===== src/rtl/vga_pkg.sv =====
// Shared scan-state type and default 640x480 timing, also consumed by the VGA sync block.
package vga_pkg;

   typedef enum logic [0:0] {
      IDLE = 1'b0,
      RUN  = 1'b1
   } state_t;

   localparam int VGA_CNT_W         = 10;
   localparam int VGA_TOTAL_COLS    = 800;
   localparam int VGA_TOTAL_ROWS    = 525;
   localparam int VGA_ACTIVE_COLS   = 640;
   localparam int VGA_ACTIVE_ROWS   = 480;

endpackage


===== src/rtl/vga_mode_table.sv =====
// Selects the totals/actives of the mode currently in effect; purely combinational.
module vga_mode_table #(
   parameter int CNT_W          = 10,
   parameter int M0_TOTAL_COLS  = 800,
   parameter int M0_TOTAL_ROWS  = 525,
   parameter int M0_ACTIVE_COLS = 640,
   parameter int M0_ACTIVE_ROWS = 480,
   parameter int M1_TOTAL_COLS  = 800,
   parameter int M1_TOTAL_ROWS  = 449,
   parameter int M1_ACTIVE_COLS = 640,
   parameter int M1_ACTIVE_ROWS = 400
) (
   input  logic             mode,
   output logic [CNT_W-1:0] total_cols,
   output logic [CNT_W-1:0] total_rows,
   output logic [CNT_W-1:0] active_cols,
   output logic [CNT_W-1:0] active_rows
);

   assign total_cols  = mode ? CNT_W'(M1_TOTAL_COLS)  : CNT_W'(M0_TOTAL_COLS);
   assign total_rows  = mode ? CNT_W'(M1_TOTAL_ROWS)  : CNT_W'(M0_TOTAL_ROWS);
   assign active_cols = mode ? CNT_W'(M1_ACTIVE_COLS) : CNT_W'(M0_ACTIVE_COLS);
   assign active_rows = mode ? CNT_W'(M1_ACTIVE_ROWS) : CNT_W'(M0_ACTIVE_ROWS);

endmodule


===== src/rtl/vga_timing_ctrl.sv =====
// Scan controller: column/row counters, start/stop and mode switching at frame boundaries,
// plus line/frame strobes for downstream renderers.
module vga_timing_ctrl
   import vga_pkg::*;
#(
   parameter int CNT_W          = VGA_CNT_W,
   parameter int M0_TOTAL_COLS  = VGA_TOTAL_COLS,
   parameter int M0_TOTAL_ROWS  = VGA_TOTAL_ROWS,
   parameter int M0_ACTIVE_COLS = VGA_ACTIVE_COLS,
   parameter int M0_ACTIVE_ROWS = VGA_ACTIVE_ROWS,
   parameter int M1_TOTAL_COLS  = 800,
   parameter int M1_TOTAL_ROWS  = 449,
   parameter int M1_ACTIVE_COLS = 640,
   parameter int M1_ACTIVE_ROWS = 400
) (
   input  logic             i_Clk,
   input  logic             i_Rst_L,
   input  logic             i_Enable,
   input  logic             i_Mode_Req,
   input  logic             i_Mode_Sel,
   output logic [CNT_W-1:0] o_Col_Count,
   output logic [CNT_W-1:0] o_Row_Count,
   output logic             o_Active,
   output logic             o_Line_Start,
   output logic             o_Frame_Start,
   output logic             o_Running,
   output logic             o_Mode,
   output logic             o_Mode_Ack,
   output logic [7:0]       o_Frame_Count
);

   if (M0_TOTAL_COLS >= 2**CNT_W || M0_TOTAL_ROWS >= 2**CNT_W ||
       M1_TOTAL_COLS >= 2**CNT_W || M1_TOTAL_ROWS >= 2**CNT_W) begin : g_width_check
      $error("vga_timing_ctrl: a timing total does not fit in CNT_W bits");
   end

   state_t           state;
   logic [CNT_W-1:0] col;
   logic [CNT_W-1:0] row;
   logic             mode;
   logic             pend;
   logic             target;
   logic             ack;
   logic [7:0]       frame_cnt;

   logic [CNT_W-1:0] tc, tr, ac, ar;

   vga_mode_table #(
      .CNT_W          (CNT_W),
      .M0_TOTAL_COLS  (M0_TOTAL_COLS),
      .M0_TOTAL_ROWS  (M0_TOTAL_ROWS),
      .M0_ACTIVE_COLS (M0_ACTIVE_COLS),
      .M0_ACTIVE_ROWS (M0_ACTIVE_ROWS),
      .M1_TOTAL_COLS  (M1_TOTAL_COLS),
      .M1_TOTAL_ROWS  (M1_TOTAL_ROWS),
      .M1_ACTIVE_COLS (M1_ACTIVE_COLS),
      .M1_ACTIVE_ROWS (M1_ACTIVE_ROWS)
   ) u_mode_table (
      .mode        (mode),
      .total_cols  (tc),
      .total_rows  (tr),
      .active_cols (ac),
      .active_rows (ar)
   );

   logic at_line_end;
   logic at_frame_end;
   logic apply_mode;
   logic next_target;

   assign at_line_end  = (state == RUN) && (col == tc - CNT_W'(1));
   assign at_frame_end = at_line_end && (row == tr - CNT_W'(1));

   // A request sampled on the boundary edge itself (or in IDLE) takes effect on that same edge.
   assign apply_mode  = (pend || i_Mode_Req) && ((state == IDLE) || at_frame_end);
   assign next_target = i_Mode_Req ? i_Mode_Sel : target;

   // NOTE: reset is synchronous, so it lives inside the clocked branch rather than the sensitivity list.
   always_ff @(posedge i_Clk) begin
      if (!i_Rst_L) begin
         mode   <= 1'b0;
         pend   <= 1'b0;
         target <= 1'b0;
         ack    <= 1'b0;
      end else begin
         // NOTE: non-blocking assignments keep every register sampling pre-edge values.
         ack <= apply_mode;
         if (apply_mode) begin
            mode <= next_target;
            pend <= 1'b0;
         end else if (i_Mode_Req) begin
            pend   <= 1'b1;
            target <= i_Mode_Sel;
         end
      end
   end

   always_ff @(posedge i_Clk) begin
      if (!i_Rst_L) begin
         state     <= IDLE;
         col       <= '0;
         row       <= '0;
         frame_cnt <= '0;
      end else begin
         case (state)
            IDLE: begin
               col <= '0;
               row <= '0;
               if (i_Enable) state <= RUN;
            end
            RUN: begin
               if (at_frame_end) begin
                  col       <= '0;
                  row       <= '0;
                  frame_cnt <= frame_cnt + 8'd1;
                  if (!i_Enable) state <= IDLE;
               end else if (at_line_end) begin
                  col <= '0;
                  row <= row + CNT_W'(1);
               end else begin
                  col <= col + CNT_W'(1);
               end
            end
            default: state <= IDLE;
         endcase
      end
   end

   assign o_Col_Count   = col;
   assign o_Row_Count   = row;
   assign o_Running     = (state == RUN);
   assign o_Active      = o_Running && (col < ac) && (row < ar);
   assign o_Line_Start  = o_Running && (col == '0);
   assign o_Frame_Start = o_Line_Start && (row == '0);
   assign o_Mode        = mode;
   assign o_Mode_Ack    = ack;
   assign o_Frame_Count = frame_cnt;

endmodule


===== config.mk =====
export PLATFORM = sky130hd
export DESIGN_NAME = vga_timing_ctrl
export DESIGN_NICKNAME = d
export VERILOG_FILES = /design/src/rtl/vga_pkg.sv /design/src/rtl/vga_mode_table.sv /design/src/rtl/vga_timing_ctrl.sv
export SDC_FILE = /design/constraint.sdc
export NUM_CORES = 1
export LEC_CHECK = 0
export BUFFER_PORTS_ARGS = -buffer_cell sky130_fd_sc_hd__buf_2
export CAP_MARGIN = 20
export CORE_MARGIN = 3
export CORE_UTILIZATION = 57
export DETAILED_ROUTE_END_ITERATION = 10
export HOLD_SLACK_MARGIN = 0.06
export PLACE_DENSITY = 0.83
export SLEW_MARGIN = 20
export SYNTH_ARGS = -nofsm -noshare
export SYNTH_HDL_FRONTEND = slang
export SYNTH_SLANG_ARGS = --single-unit

===== constraint.sdc =====
create_clock -name i_Clk -period 4.5 [get_ports i_Clk]
set_clock_uncertainty 0.05 [all_clocks]
set_input_delay 0.45 -clock i_Clk [delete_from_list [all_inputs] [get_ports i_Clk]]
set_output_delay 0.45 -clock i_Clk [all_outputs]
set_load 0.005 [all_outputs]

==> results_dict.tcl, run 1 <==
set metrics [dict create \
    status "complete, no violations" \
    dieArea_mm2 0.00378 \
    syn_inst 192 \
    synth_most_common_cell "dfxtp_1" \
    power_mw 0.481 \
    place_congestion 0.780 \
    fp.coreArea_mm2 0.00285 \
    synth_ff_type "dfxtp_1" \
    cts-root-buf "clkbuf_4" \
    fin_nets 242 \
    vdd_drop_max_uv 246 \
    dpl.hpwl_um 2590 \
    tightest_slew_ns 0.682 \
    synth_top_area_frac 0.376 \
    cts_resized 0 \
    ys_types 44 \
    wirelength_um 3470 \
    rr_endpoint "o_Frame_Count[7]" \
    cts_tree "done" \
    crit_fanout 16 \
    yosys.area.top_type "dfxtp_1" \
    cts.sinks 33 \
    power_density_mw_per_mm2 242 \
    synth.net_count 204 \
    ctsHoldBuffers 0 \
    hp-class "input pin to register" \
    yosys_warnings 0 \
    maxSlewViolCount 0 \
    grt_pass1_wl_um 5790 \
    syn_area_per_cell_um2 9.15 \
    critPathLaunchType "register" \
    whs_ns 0.306 \
    yosys-top-cells-count "33 x dfxtp_1, 23 x nor2_1, 15 x nand2_1" \
    required_ns 4.71 \
    dieWidth_um 61.5 \
    hold_depth 3 \
    synth-adder-area-share 0.0499 \
    place_area_mm2 0.00193 \
    placed_cells 254 \
    avgRoutedWirePerCell_um 13.2 \
    yosys-top-cells-area "dfxtp_1 38%, ha_1 5.0%, xor2_1 5.0%" \
    nFillCells 238 \
    power.leakage_nw 0.866 \
    dp_slack_ns 2.10 \
    asyncSetResetFlopFracSynth 0 \
    worstPathArrival_ns 2.64 \
    tns_ns 0 \
    fmax_mhz 412 \
    crit_type "register to register" \
    ys_seq_elements 33 \
    firstDrtPassIters 4 \
    grt_pass1_vias 1321 \
    r2r_start "o_Mode" \
    muxShareOfSynthArea 0.0228 \
    drive_above_1_share 0.238 \
    min_period_ns 2.43 \
    synth_edf_count 0 \
    io_pins 39 \
    hold_viol_final 0 \
    seq_area_frac_synth 0.376 \
    synth_top_family_by_area "simple AND/OR/NAND/NOR gates" \
    critPathCaptureType "register" \
    post-route-cell-area_mm2 0.00199 \
    final_core_util 0.696 \
    grt_max_degree 22 \
    ant_nets 0 \
    io_buffers 38 \
    min_to "o_Running" \
    antenna_found_initial 0 \
    drtIter0Drc 108 \
    rsz0062_at_grt "false" \
    cts_setup_buffers 0 \
    finalCritPeriodShare 0.540 \
    die_y_um 61.5 \
    instances_no_fill 262 \
    worstHoldStart "i_Enable" \
    path_clk_slew_ns 0.09 \
    worstRegToRegCells 6 \
    setup_viol 0 \
    cpPeakStageDelay_ns 0.50 \
    grt_usage 0.204 \
    rows 19 \
    antennaDiodeCount 0 \
    cts.path.max_buffers 2 \
    fin_ws_ns 2.07 \
    synth_compound_area_frac 0.108 \
    slowest_stage "or4b_4" \
    clk_latency_ns 0.32 \
    cap_violations 0 \
    rrSetupSlack_ns 2.07 \
    syn_area_mm2 0.00176 \
    drcViolationCount 0 \
    initial_core_util 0.616 \
    synthXorXnorAreaFrac 0.0897 \
    numCtsBuffers 5 \
    slew_headroom 0.542 \
    syn2layout_area_growth_pct 13.1 \
    crit_path_cell_trace "ha_1 > or4b_4 > nor4_4 > nand2_2 > nor4_1 > mux2i_1" \
    globalRouteOverflowTotal 0 \
    viasPerCell 5.59 \
    htree_levels 2 \
    vias 1465 \
    synthSimpleGateAreaFrac 0.301 \
]
[state kept, by name, indices dropped and copies added, names as in the netlist]
| register | flops |
|---|---|
| pend | 1 |
| o_Col_Count | 10 |
| o_Row_Count | 10 |
| o_Frame_Count | 8 |
| target | 1 |
| o_Running | 1 |
| o_Mode | 1 |
| o_Mode_Ack | 1 |
[layout make-up]
| cell class | instances | area, um^2 | area share |
|---|---|---|---|
| repair buffers | 38 | 190 | 0.0957 |
| inverters | 10 | 37.5 | 0.0189 |
| clock buffers | 8 | 48.8 | 0.0246 |
| flip-flops and latches | 33 | 661 | 0.332 |
| multi-input cells | 142 | 1010 | 0.509 |
| well taps | 31 | 38.8 | 0.0195 |
[how the worst max path moves through the flow]
| stage | start | endpoint | slack (ns) | cells after the start |
|---|---|---|---|---|
| detailed placement | o_Mode | o_Frame_Count[7] | 2.10 | 6 |
| floorplan | o_Mode | o_Frame_Count[5] | 2.33 | 7 |
| finish | o_Mode | o_Frame_Count[7] | 2.07 | 6 |
| global placement | o_Mode | o_Frame_Count[7] | 2.17 | 6 |
| global route | o_Row_Count[6] | o_Frame_Count[7] | 1.84 | 6 |
| CTS | o_Mode | o_Frame_Count[7] | 2.08 | 6 |
[metal layers]
metal	share of wire	track usage	up-vias	wire, um
li1	-	-	753	-
met1	0.48	0.262	671	1670
met2	0.46	0.330	39	1590
met3	0.054	0.0608	2	186
met4	0.0055	0.0636	0	19
met5	0	0	-	0
[power breakdown]
group	internal [mW]	switching, mW	total, mW
combinational	0.0130	0.0160	0.0290
clock	0.0622	0.0890	0.151
sequential	0.295	0.00514	0.301
total	0.371	0.110	0.481
[worst max-delay path: cells and delay by family, from the launching register on]
kind / cells / cell delay, ns
and+or+nand+nor: 4 / 1.36
DFF: 1 / 0.45
adders and majority gates: 1 / 0.30
muxes: 1 / 0.21
[cells by family (layout without fill, tap and decap cells)]
group / count (synthesis) / in the layout
AND/OR/NAND/NOR: 93 / 93
buffers and inverters: 17 / 56
flip-flops: 33 / 33
XOR/XNOR: 18 / 18
AO/OA/AOI/OAI: 20 / 20
adder cells (fa/ha/maj): 7 / 7
multiplexers: 4 / 4
[cell usage in the layout, fill, tap and decap left out, drive strengths merged, types with 2 or more instances in the layout]
cell	netlist	final
o2111ai	2	2
clkbuf	2	8
mux2i	4	4
o311ai	2	2
and2	4	4
nor4	6	6
nand2	16	16
nand2b	6	6
nor4b	2	2
nand4	5	5
xor2	10	10
xnor2	8	8
and3	5	5
dfxtp	33	33
o211ai	2	2
nand3	14	14
a21oi	5	5
ha	7	7
nor2	24	24
nor3	3	3
nor2b	3	3
o31ai	2	2
buf	5	38
inv	10	10
No activity file was read; power rests on OpenSTA's default activity.
==> run 2: changes to the inputs <==
--- a/config.mk
+++ b/config.mk
@@ -8,10 +8,10 @@
 export BUFFER_PORTS_ARGS = -buffer_cell sky130_fd_sc_hd__buf_2
 export CAP_MARGIN = 20
 export CORE_MARGIN = 3
-export CORE_UTILIZATION = 57
+export CORE_UTILIZATION = 48
 export DETAILED_ROUTE_END_ITERATION = 10
 export HOLD_SLACK_MARGIN = 0.06
-export PLACE_DENSITY = 0.83
+export PLACE_DENSITY = 0.75
 export SLEW_MARGIN = 20
 export SYNTH_ARGS = -nofsm -noshare
 export SYNTH_HDL_FRONTEND = slang
==> constraint.sdc (replaced) <==
create_clock -name i_Clk -period 2.2 [get_ports i_Clk]
set_clock_uncertainty 0.05 [all_clocks]
set_input_delay 0.22 -clock i_Clk [delete_from_list [all_inputs] [get_ports i_Clk]]
set_output_delay 0.22 -clock i_Clk [all_outputs]
set_load 0.005 [all_outputs]
==> results_dict.tcl, run 2 (synthesized netlist as in run 1, its figures left out) <==
set metrics [dict create \
    rrSetupSlack_ns -0.04 \
    whs_ns 0.109 \
    die_y_um 66.5 \
    hp-class "input pin to register" \
    power.leakage_nw 0.971 \
    rows 21 \
    crit_path_cell_trace "ha_1 > or4b_4 > nor4_4 > nand2_4 > nor4_2 > mux2i_1" \
    hold_viol_final 0 \
    violations "negative setup slack" \
    crit_end "o_Frame_Count[7]" \
    worstPathArrival_ns 2.40 \
    slowest_stage "or4b_4" \
    drcViolationCount 0 \
    post-route-cell-area_mm2 0.00217 \
    tns_ns -0.0403 \
    numCtsBuffers 5 \
    tightest_slew_ns 0.362 \
    setup_viol 1 \
    slew_headroom 0.758 \
    grt_pass1_vias 1377 \
    antennaDiodeCount 0 \
    crit_fanout 6 \
    status "finished, violations left" \
    fin_ws_ns -0.0403 \
    fp.coreArea_mm2 0.00344 \
    path_clk_slew_ns 0.07 \
    rsz0062_at_grt "true" \
    critPathLaunchType "register" \
    place_congestion 0.816 \
    cap_violations 0 \
    vdd_drop_max_uv 419 \
    worstRegToRegCells 6 \
    htree_levels 2 \
    syn2layout_area_growth_pct 23.4 \
    dp_slack_ns 0.0451 \
    cts.sinks 33 \
    grt_usage 0.189 \
    maxSlewViolCount 0 \
    final_cell_mix "38 x buf_2, 33 x dfxtp_1, 23 x nor2_1" \
    cts_tree "done" \
    rr_endpoint "o_Frame_Count[7]" \
    io_pins 39 \
    wirelength_um 3750 \
    ant_nets 0 \
    dieArea_mm2 0.00442 \
    cts.path.max_buffers 2 \
    critPathCaptureType "register" \
    final_common_cell "buf_2" \
    critPathTopFamily "simple AND/OR/NAND/NOR gates" \
    antenna_found_initial 0 \
    crit_cells 6 \
    cp_num_buf_inv 0 \
    vias 1549 \
    cpPeakStageDelay_ns 0.50 \
    firstDrtPassIters 4 \
    viasPerCell 5.32 \
    initial_core_util 0.510 \
    place_area_mm2 0.00205 \
    required_ns 2.36 \
    r2r_start "o_Row_Count[6]" \
    avgRoutedWirePerCell_um 12.9 \
    io_buffers 38 \
    nFillCells 303 \
    fmax_mhz 446 \
    min_period_ns 2.24 \
    ctsHoldBuffers 0 \
    dieWidth_um 66.5 \
    drtIter0Drc 84 \
    finalCritPeriodShare 1.02 \
    fin_nets 256 \
    clk_latency_ns 0.29 \
    crit_type "register to register" \
    globalRouteOverflowTotal 0 \
    grt_max_degree 22 \
    power_density_mw_per_mm2 518 \
    crit_start "o_Row_Count[6]" \
    cts-root-buf "clkbuf_8" \
    dpl.hpwl_um 2740 \
    grt_pass1_wl_um 6300 \
    drive_above_1_share 0.294 \
]
## run 2: report_power, final
part           total [mW]  switching, mW  internal, mW
clock network       0.435          0.211         0.224
logic              0.0778         0.0433        0.0345
registers           0.609        0.00406         0.605
total                1.12          0.258         0.864
## run 2: how the worst min path moves through the flow
stage / depth (start not counted) / endpoint / slack (ns) / start
after global routing: 3 / o_Running / 0.12 / i_Enable
after floorplan: 2 / pend / 0.30 / i_Mode_Req
after CTS: 3 / o_Running / 0.11 / i_Enable
after global placement: 2 / target / 0.39 / target
after detailed placement: 2 / target / 0.41 / target
final: 3 / o_Running / 0.11 / i_Enable
## run 2: through the flow
stage                     instances  total power, mW   util
after floorplan                 192            0.667      -
after global placement          282            0.696  0.595
after detailed placement        282            0.698  0.595
after CTS                       290             1.13  0.618
after global routing            291             1.17  0.630
final                           291             1.12  0.630
## run 2: metal layers
layer / part of all wire / track usage
met1: 0.47 / 0.248
met2: 0.46 / 0.281
met3: 0.055 / 0.0675
met4: 0.016 / 0.0711
met5: 0 / 0
## run 2: repair_timing
action / 4_1_cts / 5_1_grt
resized for setup: 0 / 6
endpoints found under the setup margin: 0 / 10
hold endpoints to repair: 0 / 0
setup buffers: 0 / 1
## run 2: cell type report
class	count	area, um^2	area share
tap	46	57.6	0.0266
sequential	33	661	0.305
multi-input combinational	142	1030	0.476
inverter	10	37.5	0.0173
timing repair buffer	52	299	0.138
clock buffer	8	80.1	0.0370
## run 2: tightest hold or removal path, delay by kind of cell
family / cells / cell delay [ns]
AND/OR/NAND/NOR: 1 / 0.09
buffers and inverters: 1 / 0.07
AO/OA/AOI/OAI: 1 / 0.03
